--- config.mk ---
export PLATFORM = sky130hd
export DESIGN_NAME = mem_wb_stage
export DESIGN_NICKNAME = d
export VERILOG_FILES = /design/src/rtl/mem_wb_stage.sv
export SDC_FILE = /design/constraint.sdc
export NUM_CORES = 1
export LEC_CHECK = 0
export CAP_MARGIN = 20
export CORE_ASPECT_RATIO = 1.1
export CORE_MARGIN = 8
export CORE_UTILIZATION = 37
export CTS_BUF_LIST = sky130_fd_sc_hd__clkbuf_8
export DETAILED_ROUTE_END_ITERATION = 7
export PLACE_DENSITY = 0.71
export SYNTH_ARGS = -nofsm -noshare
export SYNTH_HDL_FRONTEND = slang
export SYNTH_SLANG_ARGS = --single-unit
--- constraint.sdc ---
create_clock -name clk_MemWB -period 7.2 [get_ports clk_MemWB]
set_input_delay 1.8 -clock clk_MemWB [delete_from_list [all_inputs] [get_ports clk_MemWB]]
set_output_delay 1.8 -clock clk_MemWB [all_outputs]
set_load 0.01 [all_outputs]
--- src/rtl/mem_wb_stage.sv ---
`default_nettype none
// ============================================================================
// Module  : mem_wb_stage
// Brief   : MEM/WB pipeline register. Extracts loads, checks alignment,
//           selects write-back data and counts retired entries.
// Revision: 1.0
// ============================================================================
module mem_wb_stage #(
  parameter int XLEN    = 32,
  parameter int RADDR_W = 5,
  parameter int CNT_W   = 64
) (
  input  logic                      clk_MemWB,
  input  logic                      rst_MemWB,
  input  logic                      stall_i,
  input  logic                      flush_i,
  input  logic                      valid_i,
  input  logic [XLEN-1:0]           pc4_i,
  input  logic [RADDR_W-1:0]        rd_addr_i,
  input  logic [XLEN-1:0]           alu_i,
  input  logic [XLEN-1:0]           dmem_i,
  input  logic [2:0]                funct3_i,
  input  logic [$clog2(XLEN/8)-1:0] byte_off_i,
  input  logic [1:0]                memtoreg_i,
  input  logic                      regwrite_i,
  output logic                      valid_o,
  output logic [RADDR_W-1:0]        rd_addr_o,
  output logic                      regwrite_o,
  output logic [XLEN-1:0]           wb_data_o,
  output logic                      misalign_o,
  output logic [CNT_W-1:0]          retire_cnt_o
);

  localparam logic [2:0] F3_LB  = 3'b000;
  localparam logic [2:0] F3_LH  = 3'b001;
  localparam logic [2:0] F3_LW  = 3'b010;
  localparam logic [2:0] F3_LD  = 3'b011;
  localparam logic [2:0] F3_LBU = 3'b100;
  localparam logic [2:0] F3_LHU = 3'b101;
  localparam logic [2:0] F3_LWU = 3'b110;

  localparam logic [1:0] SEL_ALU  = 2'b00;
  localparam logic [1:0] SEL_LOAD = 2'b01;
  localparam logic [1:0] SEL_PC4  = 2'b10;

  // --------------------------------------------------------------------------
  // Load extraction (before capture)
  // --------------------------------------------------------------------------
  logic [XLEN-1:0] shifted;
  logic [7:0]      ld_byte;
  logic [15:0]     ld_half;
  logic [31:0]     ld_word;
  logic [XLEN-1:0] load_ext;
  logic            load_legal;
  logic            ld_misalign;

  // Right-align the addressed lane so every access reads from bit 0.
  assign shifted = dmem_i >> {byte_off_i, 3'b000};
  assign ld_byte = shifted[7:0];
  assign ld_half = shifted[15:0];
  assign ld_word = shifted[31:0];

  always_comb begin
    load_ext    = '0;
    load_legal  = 1'b1;
    ld_misalign = 1'b0;
    case (funct3_i)
      F3_LB: begin
        load_ext = XLEN'($signed(ld_byte));
      end
      F3_LBU: begin
        load_ext = XLEN'(ld_byte);
      end
      F3_LH: begin
        load_ext    = XLEN'($signed(ld_half));
        ld_misalign = byte_off_i[0];
      end
      F3_LHU: begin
        load_ext    = XLEN'(ld_half);
        ld_misalign = byte_off_i[0];
      end
      F3_LW: begin
        load_ext    = XLEN'($signed(ld_word));
        ld_misalign = |byte_off_i[1:0];
      end
      F3_LWU: begin
        if (XLEN == 64) begin
          load_ext    = XLEN'(ld_word);
          ld_misalign = |byte_off_i[1:0];
        end else begin
          load_legal = 1'b0;
        end
      end
      F3_LD: begin
        if (XLEN == 64) begin
          load_ext    = shifted;
          ld_misalign = |byte_off_i;
        end else begin
          load_legal = 1'b0;
        end
      end
      default: begin
        load_legal = 1'b0;
      end
    endcase
  end

  logic            is_load;
  logic            misalign_cap;
  logic            regwrite_cap;
  logic [XLEN-1:0] load_cap;

  // Only loads can be misaligned or illegal; other selects ignore funct3/offset.
  assign is_load      = (memtoreg_i == SEL_LOAD);
  assign misalign_cap = is_load & load_legal & ld_misalign;
  assign regwrite_cap = regwrite_i & ~(is_load & (~load_legal | ld_misalign));
  assign load_cap     = load_legal ? load_ext : '0;

  // --------------------------------------------------------------------------
  // Next-state logic
  // --------------------------------------------------------------------------
  logic               valid_q,      valid_d;
  logic               regwrite_q,   regwrite_d;
  logic               misalign_q,   misalign_d;
  logic [RADDR_W-1:0] rd_addr_q,    rd_addr_d;
  logic [1:0]         memtoreg_q,   memtoreg_d;
  logic [XLEN-1:0]    pc4_q,        pc4_d;
  logic [XLEN-1:0]    alu_q,        alu_d;
  logic [XLEN-1:0]    load_q,       load_d;
  logic [CNT_W-1:0]   retire_cnt_q, retire_cnt_d;

  always_comb begin
    valid_d      = valid_q;
    regwrite_d   = regwrite_q;
    misalign_d   = misalign_q;
    rd_addr_d    = rd_addr_q;
    memtoreg_d   = memtoreg_q;
    pc4_d        = pc4_q;
    alu_d        = alu_q;
    load_d       = load_q;
    retire_cnt_d = retire_cnt_q;
    if (flush_i) begin
      // Flush outranks stall; payload fields are left as they were.
      valid_d    = 1'b0;
      regwrite_d = 1'b0;
      misalign_d = 1'b0;
    end else if (!stall_i) begin
      valid_d    = valid_i;
      regwrite_d = regwrite_cap;
      misalign_d = misalign_cap;
      rd_addr_d  = rd_addr_i;
      memtoreg_d = memtoreg_i;
      pc4_d      = pc4_i;
      alu_d      = alu_i;
      load_d     = load_cap;
      if (valid_i) begin
        retire_cnt_d = retire_cnt_q + CNT_W'(1);
      end
    end
  end

  always_ff @(posedge clk_MemWB or posedge rst_MemWB) begin
    if (rst_MemWB) begin
      valid_q      <= 1'b0;
      regwrite_q   <= 1'b0;
      misalign_q   <= 1'b0;
      rd_addr_q    <= '0;
      memtoreg_q   <= SEL_ALU;
      pc4_q        <= '0;
      alu_q        <= '0;
      load_q       <= '0;
      retire_cnt_q <= '0;
    end else begin
      valid_q      <= valid_d;
      regwrite_q   <= regwrite_d;
      misalign_q   <= misalign_d;
      rd_addr_q    <= rd_addr_d;
      memtoreg_q   <= memtoreg_d;
      pc4_q        <= pc4_d;
      alu_q        <= alu_d;
      load_q       <= load_d;
      retire_cnt_q <= retire_cnt_d;
    end
  end

  // --------------------------------------------------------------------------
  // Outputs
  // --------------------------------------------------------------------------
  always_comb begin
    case (memtoreg_q)
      SEL_ALU:  wb_data_o = alu_q;
      SEL_LOAD: wb_data_o = load_q;
      SEL_PC4:  wb_data_o = pc4_q;
      default:  wb_data_o = '0;
    endcase
  end

  // Writes to x0 are dropped here so the register file need not special-case it.
  assign regwrite_o   = regwrite_q & valid_q & (rd_addr_q != '0);
  assign valid_o      = valid_q;
  assign rd_addr_o    = rd_addr_q;
  assign misalign_o   = misalign_q;
  assign retire_cnt_o = retire_cnt_q;

endmodule
`default_nettype wire

Word level (Yosys, flattened, before mapping)
Cells that the tools add are included.

operators by class
  mux-type cells = 11
  bitwise operators = 11
  reduce and logical (&&, ||, !) cells = 8
  eq/ne operators = 8
  add/subtract/negate cells = 1
  shift-type cells = 1

operator list
  kind                   count
  $pmux 32 s5            1
  $pmux 32 s3            1
  $add 64x1->64 const B  1
  $mux 32                1
  $shr 32x5->32          1
  $mux 1                 7
  $and 1x1->1            6
  $eq 3x3->1 const B     2
  $reduce_bool 5->1      1
  $reduce_or 5->1        1
  $eq 2x1->1 const B     2
  $not 1->1              4
  $reduce_or 2->1        2
  $eq 3x1->1 const B     1
  $eq 3x2->1 const B     1
  $logic_not 3->1        1
  $reduce_and 3->1       1
  $eq 2x2->1 const B     1
  $logic_not 2->1        1
  $ne 2x1->1 const B     1
  $pmux 1 s2             1
  $reduce_and 2->1       1
  $or 1x1->1             1

storage, ports and cells
  flip-flop bits (word level) = 170
  logic and storage cells = 49

Logic depth before layout (Yosys ltp)
Gate-level depths: netlist of run 1.

  word-level depth = 10
  gate-level depth with buffers = 8
  gate-level depth less buffers = 5

Least setup slack after synthesis of run 1
No wires, ideal clock.

  path type = input port to flip-flop
  start point = input byte_off_i[1]
  end point = register load_q[24]
  path buffers = 2
  stages on the path = 7
  arrival = 3.305 ns
  required time = 7.131 ns
  setup slack = 3.827 ns
  cell sequence = buf_6 -> mux2i_1 -> mux2_4 -> or2_4 -> a2111oi_4 -> buf_6 -> a221o_1

between the ends
  cells in the longest elaborated chain, start to end = 3

ends and longest elaborated chain
  element               line  source
  start, declared       23    input logic [$clog2(XLEN/8)-1:0] byte_off_i,
  $shr 32x5->32         58    assign shifted = dmem_i >> {byte_off_i, 3'b000};
  $pmux 32 s5           67    case (funct3_i)
  $mux 32               117   assign load_cap = load_legal ? load_ext : '0;
  end signal, assigned  181   load_q <= load_d;
  end, declared         129   logic [XLEN-1:0] load_q, load_d;

Every way passes these cells.
A chain may end at the register's enable or synchronous reset.

Final worst setup path of run 1
  start point = input byte_off_i[1]
  end point = register load_q[23]

Same word-level chain as after synthesis.

==> results of run 1 <==
==> power breakdown <==
part	switching [µW]	leakage (µW)	internal (µW)
Clock	360	0.000196	343
Sequential	54.8	0.00220	1030
Combinational	219	0.00262	232
==> worst min-delay path by stage <==
| stage | cells after the start | from | slack, ns | endpoint |
|---|---|---|---|---|
| floorplan | 2 | alu_q[0] | 0.44 | alu_q[0] |
| global placement | 2 | pc4_q[25] | 0.46 | pc4_q[25] |
| detailed placement | 1 | retire_cnt_o[63] | 0.46 | retire_cnt_o[63] |
| CTS | 1 | retire_cnt_o[63] | 0.48 | retire_cnt_o[63] |
| global route | 1 | retire_cnt_o[63] | 0.50 | retire_cnt_o[63] |
| finish | 2 | alu_q[1] | 0.48 | alu_q[1] |
==> state kept, by name, summed over array words and instances, names as in the netlist <==
signal        count
regwrite_q        1
rd_addr_o         5
load_q           32
valid_o           1
retire_cnt_o     64
pc4_q            32
alu_q            32
memtoreg_q        2
misalign_o        1
==> synthesized netlist by cell type (3+ instances only) <==
master,instances,area share
nand2_1,301,0.14
dfrtp_1,170,0.53
o21ai_0,55,0.034
mux2i_1,49,0.061
clkbuf_1,32,0.015
xnor2_1,32,0.035
xor2_1,31,0.034
nor2_1,25,0.012
nand3_1,22,0.014
nand4_1,20,0.015
nor3_1,19,0.012
a221o_1,16,0.020
a21oi_1,10,0.0062
inv_1,10,0.0046
mux2_2,9,0.013
and3_1,8,0.0062
a22o_1,7,0.0076
nor4_1,7,0.0054
buf_1,4,0.0019
buf_2,4,0.0025
nor2b_1,3,0.0023
==> cell type report <==
class | instances | area, µm²
well taps | 290 | 363
repair buffers | 227 | 2260
flip-flops and latches | 170 | 4260
clock buffers | 17 | 234
inverters | 10 | 42.5
clock inverters | 14 | 173
multi-input cells | 640 | 3640
fillers | 2038 | 10500
==> per-stage QoR <==
stage          total power [µW]  setup WS [ns]  hold slack, ns
2_1_floorplan              1310          0.797           0.445
3_3_place_gp               1550           2.40           0.457
3_5_place_dp               1560           2.34           0.461
4_1_cts                    2270           2.35           0.483
5_1_grt                    2360           2.57           0.497
6_report                   2240           2.74           0.479
==> tightest hold or removal path, stage by stage (launching register included) <==
cell,delay [ns]
dfrtp_1,0.35
nand2_1,0.05
nand2_1,0.06
==> logic make-up after synthesis <==
kind of cell / after synthesis / share of synthesized area
simple gates: 420 / 0.224
flops: 170 / 0.525
compound gates: 97 / 0.0788
xor+xnor: 63 / 0.0681
mux: 59 / 0.0749
buf+inv: 53 / 0.0272
fa+ha+maj: 1 / 0.00154
==> metal layers <==
metal	global-route usage	vias to the layer above	wire [µm]
met2	0.290	219	11200
li1	-	3303	-
met5	0	-	68
met1	0.229	3346	10600
met4	0.0518	12	399
met3	0.0675	41	2130
==> results.md, run 1 <==
- Yosys warns: 0
- Ordered cell list for the critical path: clkdlybuf4s50_1 > nor2b_1 > o2bb2ai_1 > nand2_1 > a2111oi_4 > a221o_1
- Worst-path clk slew: around 0.09 ns
- Final setup violation count: 0
- Peak VDD IR: roughly 0.1 mV
- Cell count along the critical path: 6
- Post-route ant nets: 0
- Gate count after technology mapping: about 860
- Post-route cell area: ~11000 µm²
- Diode count: 0
- Commonest non-fill, non-tap cell in the layout: nand2_1
- Worst Setup End Kind: flip-flop
- Overflow left after global routing: 0
- R2R Path End: retire_cnt_o[49]
- Slew @ Worst Pin: between 1 and 1.5 ns
- DR vias: roughly 6.9k
- Delay-heaviest family, CP: compound AO/OA/AOI/OAI gates
- Clk buf depth: 2
- Ports: between 200 and 250
- Setup crit end: load_q[23]
- Initial DRC Count: between 300 and 400
- Via-to-Cell Ratio: just over 5
- Syn Area/Cell: 9.38 µm²
- Antenna violations before repair: 6
- GPL Wtd Cong: 0.879
- Nets: 1181
- Maximum clock rate: 224 MHz
- Final wirelength: around 24000 µm
- Post-CTS Hold Buffers: 0
- Placed instance area: around 11000 µm²
- Asr flop ratio synth: 1.00
- Arr. time, crit path: between 4 and 5 ns
- Syn nets: approximately 980
- Setup repair bufs after CTS: 0
- I/O Buffers: between 200 and 250
- Crit-path max cell delay: about 0.96 ns
- Tcrit/Tclk final: 0.620
- Overall routing resource usage: 0.182
- Htree depth: 4
- CTS tree: yes
- CP startpoint kind: input pin
- Pin count of the biggest net entering global routing: 87
- Resized Gates After CTS: 0
- Slowest cell on the critical path: clkdlybuf4s50_1
- # rows: 56
- Max-cap viol count: 0
- Post-layout util: 0.512
- Register area share after synthesis: 0.525
- Core Region: about 21000 µm²
- Avg WL per Cell: between 15 and 20 µm
- CP Buf/Inv Count: 1
- TritonCTS Buffers: 17
- Clk root buf: clkbuf_8
- Hold WC Path Type: flip-flop to flip-flop
- Final Hold Viols: 0
- Die area: 26900 µm²
- Final cell count without fillers: approximately 1.4k
- Die width: 157 µm
- R2R cell count: 5
- Lkg Pwr: about 0.005 µW
- Sum Neg Setup Slack: 0 ns
- CP startpoint: byte_off_i[1]
- Flop-to-flop setup slack: approximately 4.7 ns
- Syn-to-layout area delta: 35.4%
- Clk sink count: 170
- First-pass GRT wire length: slightly below 40000 µm
- Register bit total from synthesis: 170
- Critical R2R Launch: retire_cnt_o[3]
- Main flop type after synthesis: dfrtp_1
- Proportion of layout cells with a drive suffix above 1: 0.0584
- Post-layout min period: around 4.5 ns
- Vertical die dimension: 171 µm
- Max Fanout on Critical Path: 28
- Outcome: finished clean
- Initial Util: 0.378
- Fin. max-slew vios: 0
- Worst EP required: roughly 7.6 ns
- PD cells: 205 nW/µm²
- Crit path kind: input pin to flip-flop
- Mapped Area: 8100 µm²
- DPL Wire Length: between 15000 and 20000 µm
- Clock Latency Late Sink: about 0.45 ns
- Most frequent cells in the layout: nand2_1 (301), clkdlybuf4s50_1 (217), dfrtp_1 (169), o21ai_0 (55), mux2i_1 (49)
- Unrepaired setup endpoints after global routing: no
- Vias in the first global route: just over 7k
- Worst slew margin relative to its limit: 0.295
- Pre-antenna DRT Iters: 5
- DRC: 0
- Final Skew: 0.0116 ns
- DP Cell Count: between 1k and 1.5k
- Post-synth EDFFs: 0
- Synth unique cells: between 40 and 50
(Power assumes the default switching activity.)
==> inputs of run 2 (changes only) <==
Clock period 7.2 ns to 4.2 ns, I/O delays scaled along.
==> run 2 against run 1 <==
- die area did not move
- critical path depth fell by 2
- worst hold slack lost 0.00089 ns
- utilization down 0.12 points
- clock-buffer cell count up 1
- final cell count grew 0.51%
- via count is 0.38% higher
- cell area fell by 0.24%
- sequential cell count unchanged
- sequential share of layout area is 0.093 points higher
- clock skew increased by 0.0044 ns
==> results.md, run 2 (same netlist as run 1, synthesis figures left out) <==
- First-pass GRT wire length: approximately 38000 µm
- Worst Setup End Kind: output port
- Clock Latency Late Sink: between 0.4 and 0.5 ns
- Ports: 218
- Sum Neg Setup Slack: 0 ns
- TritonCTS Buffers: 17
- R2R cell count: 5
- Syn-to-layout area delta: 35.1%
- Initial Util: 0.378
- Post-layout min period: about 3.6 ns
- Via-to-Cell Ratio: about 5.1
- Htree depth: 4
- Pre-antenna DRT Iters: 5
- Crit path kind: flip-flop to output port
- Overall routing resource usage: 0.182
- Resized Gates After CTS: 0
- Commonest non-fill, non-tap cell in the layout: nand2_1
- Initial DRC Count: about 400
- Unrepaired setup endpoints after global routing: no
- Arr. time, crit path: ~2.6 ns
- Lkg Pwr: approximately 0.0050 µW
- Final WS setup: slightly below 0.6 ns
- Final Hold Viols: 0
- Hold WC Path Type: flip-flop to flip-flop
- Vertical die dimension: between 150 and 200 µm
- Clk root buf: clkbuf_8
- Post-CTS Hold Buffers: 0
- Worst slew margin relative to its limit: 0.401
- Flop-to-flop setup slack: about 1.7 ns
- PD cells: around 340 nW/µm²
- Worst EP required: 3.15 ns
- Final wirelength: between 20000 and 25000 µm
- Nets: ~1.2k
- Setup repair bufs after CTS: 0
- Die width: approximately 160 µm
- Fill cell count: roughly 2k
- Max Fanout on Critical Path: 21
- Pin count of the biggest net entering global routing: 171
- CTS tree: yes
- Final setup violation count: 0
- Post-route ant nets: 0
- Hold Path Origin: alu_q[13]
- GPL Wtd Cong: about 0.87
- Slew @ Worst Pin: roughly 0.9 ns
- Core Region: 21400 µm²
- Post-layout util: 0.510
- Maximum clock rate: between 200 and 300 MHz
- DPL Wire Length: around 18000 µm
- I/O Buffers: roughly 220
- Clk buf depth: 2
- Worst-path clk slew: around 0.09 ns
- # rows: between 50 and 60
- Clk sink count: between 150 and 200
- Avg WL per Cell: around 18 µm
- Proportion of layout cells with a drive suffix above 1: 0.0628
- Most frequent cells in the layout: nand2_1 (301), clkdlybuf4s50_1 (217), dfrtp_1 (169), o21ai_0 (55), mux2i_1 (49)
- Max reg flops: 64
- Peak VDD IR: 0.182 mV
- DRC: 0
- DR vias: 6947
- Dpl ws: between 0.9 and 1 ns
- Overflow left after global routing: 0
- Tot Pwr: 3690 µW
- Vias in the first global route: a little under 7k
- CP startpoint kind: flip-flop
- Fin. max-slew vios: 0
- R2R Path End: retire_cnt_o[49]
- Critical R2R Launch: retire_cnt_o[3]
- Setup crit end: wb_data_o[17]
- Final Skew: 0.0160 ns
- Max-cap viol count: 0
- CP startpoint: memtoreg_q[1]
- Tcrit/Tclk final: 0.860
- Antenna violations before repair: 7
- Outcome: finished clean
- Die area: between 20000 and 30000 µm²
[run 2: where the power goes]
part           switching (µW)  leakage (µW)  internal, µW
logic                     359       0.00264           395
registers                 109       0.00220          1770
clock network             625      0.000170           426
[run 2: final cells by class]
class	count	area [µm²]	share of cell area
Antenna cell	2	5.00	0.000457
Clock buffer	18	248	0.0226
Clock inverter	13	96.3	0.00880
Inverter	10	41.3	0.00377
Multi-Input combinational cell	640	3640	0.332
Sequential cell	170	4260	0.389
Tap cell	290	363	0.0332
Timing Repair Buffer	232	2300	0.210
[run 2: layer usage]
layer	part of all wire	GRT usage	wire length, µm
met1	0.44	0.235	10600
met2	0.46	0.290	11300
met3	0.088	0.0640	2150
met4	0.0097	0.0410	237
met5	0.0030	0	73
[run 2: critical path: stages, from the launching register on]
cell and delay, ns:
dfrtp_2 0.81, buf_4 0.40, mux2i_1 0.13, o21ai_0 0.19, clkdlybuf4s50_1 0.57
[run 2: worst min path at each step]
stage / end / slack [ns] / depth (start not counted)
final: alu_q[13] / 0.48 / 2
after detailed placement: pc4_q[10] / 0.46 / 2
after CTS: pc4_q[10] / 0.48 / 2
after global routing: alu_q[29] / 0.50 / 2
after floorplan: alu_q[0] / 0.44 / 2
after global placement: pc4_q[25] / 0.46 / 2
[run 2: through the flow]
stage	hold slack (ns)	cell area, µm²	instances
final	0.479	10900	1375
after global routing	0.496	10900	1374
after CTS	0.485	10900	1373
after detailed placement	0.462	10600	1342
after global placement	0.457	10600	1342
after floorplan	0.445	8100	863
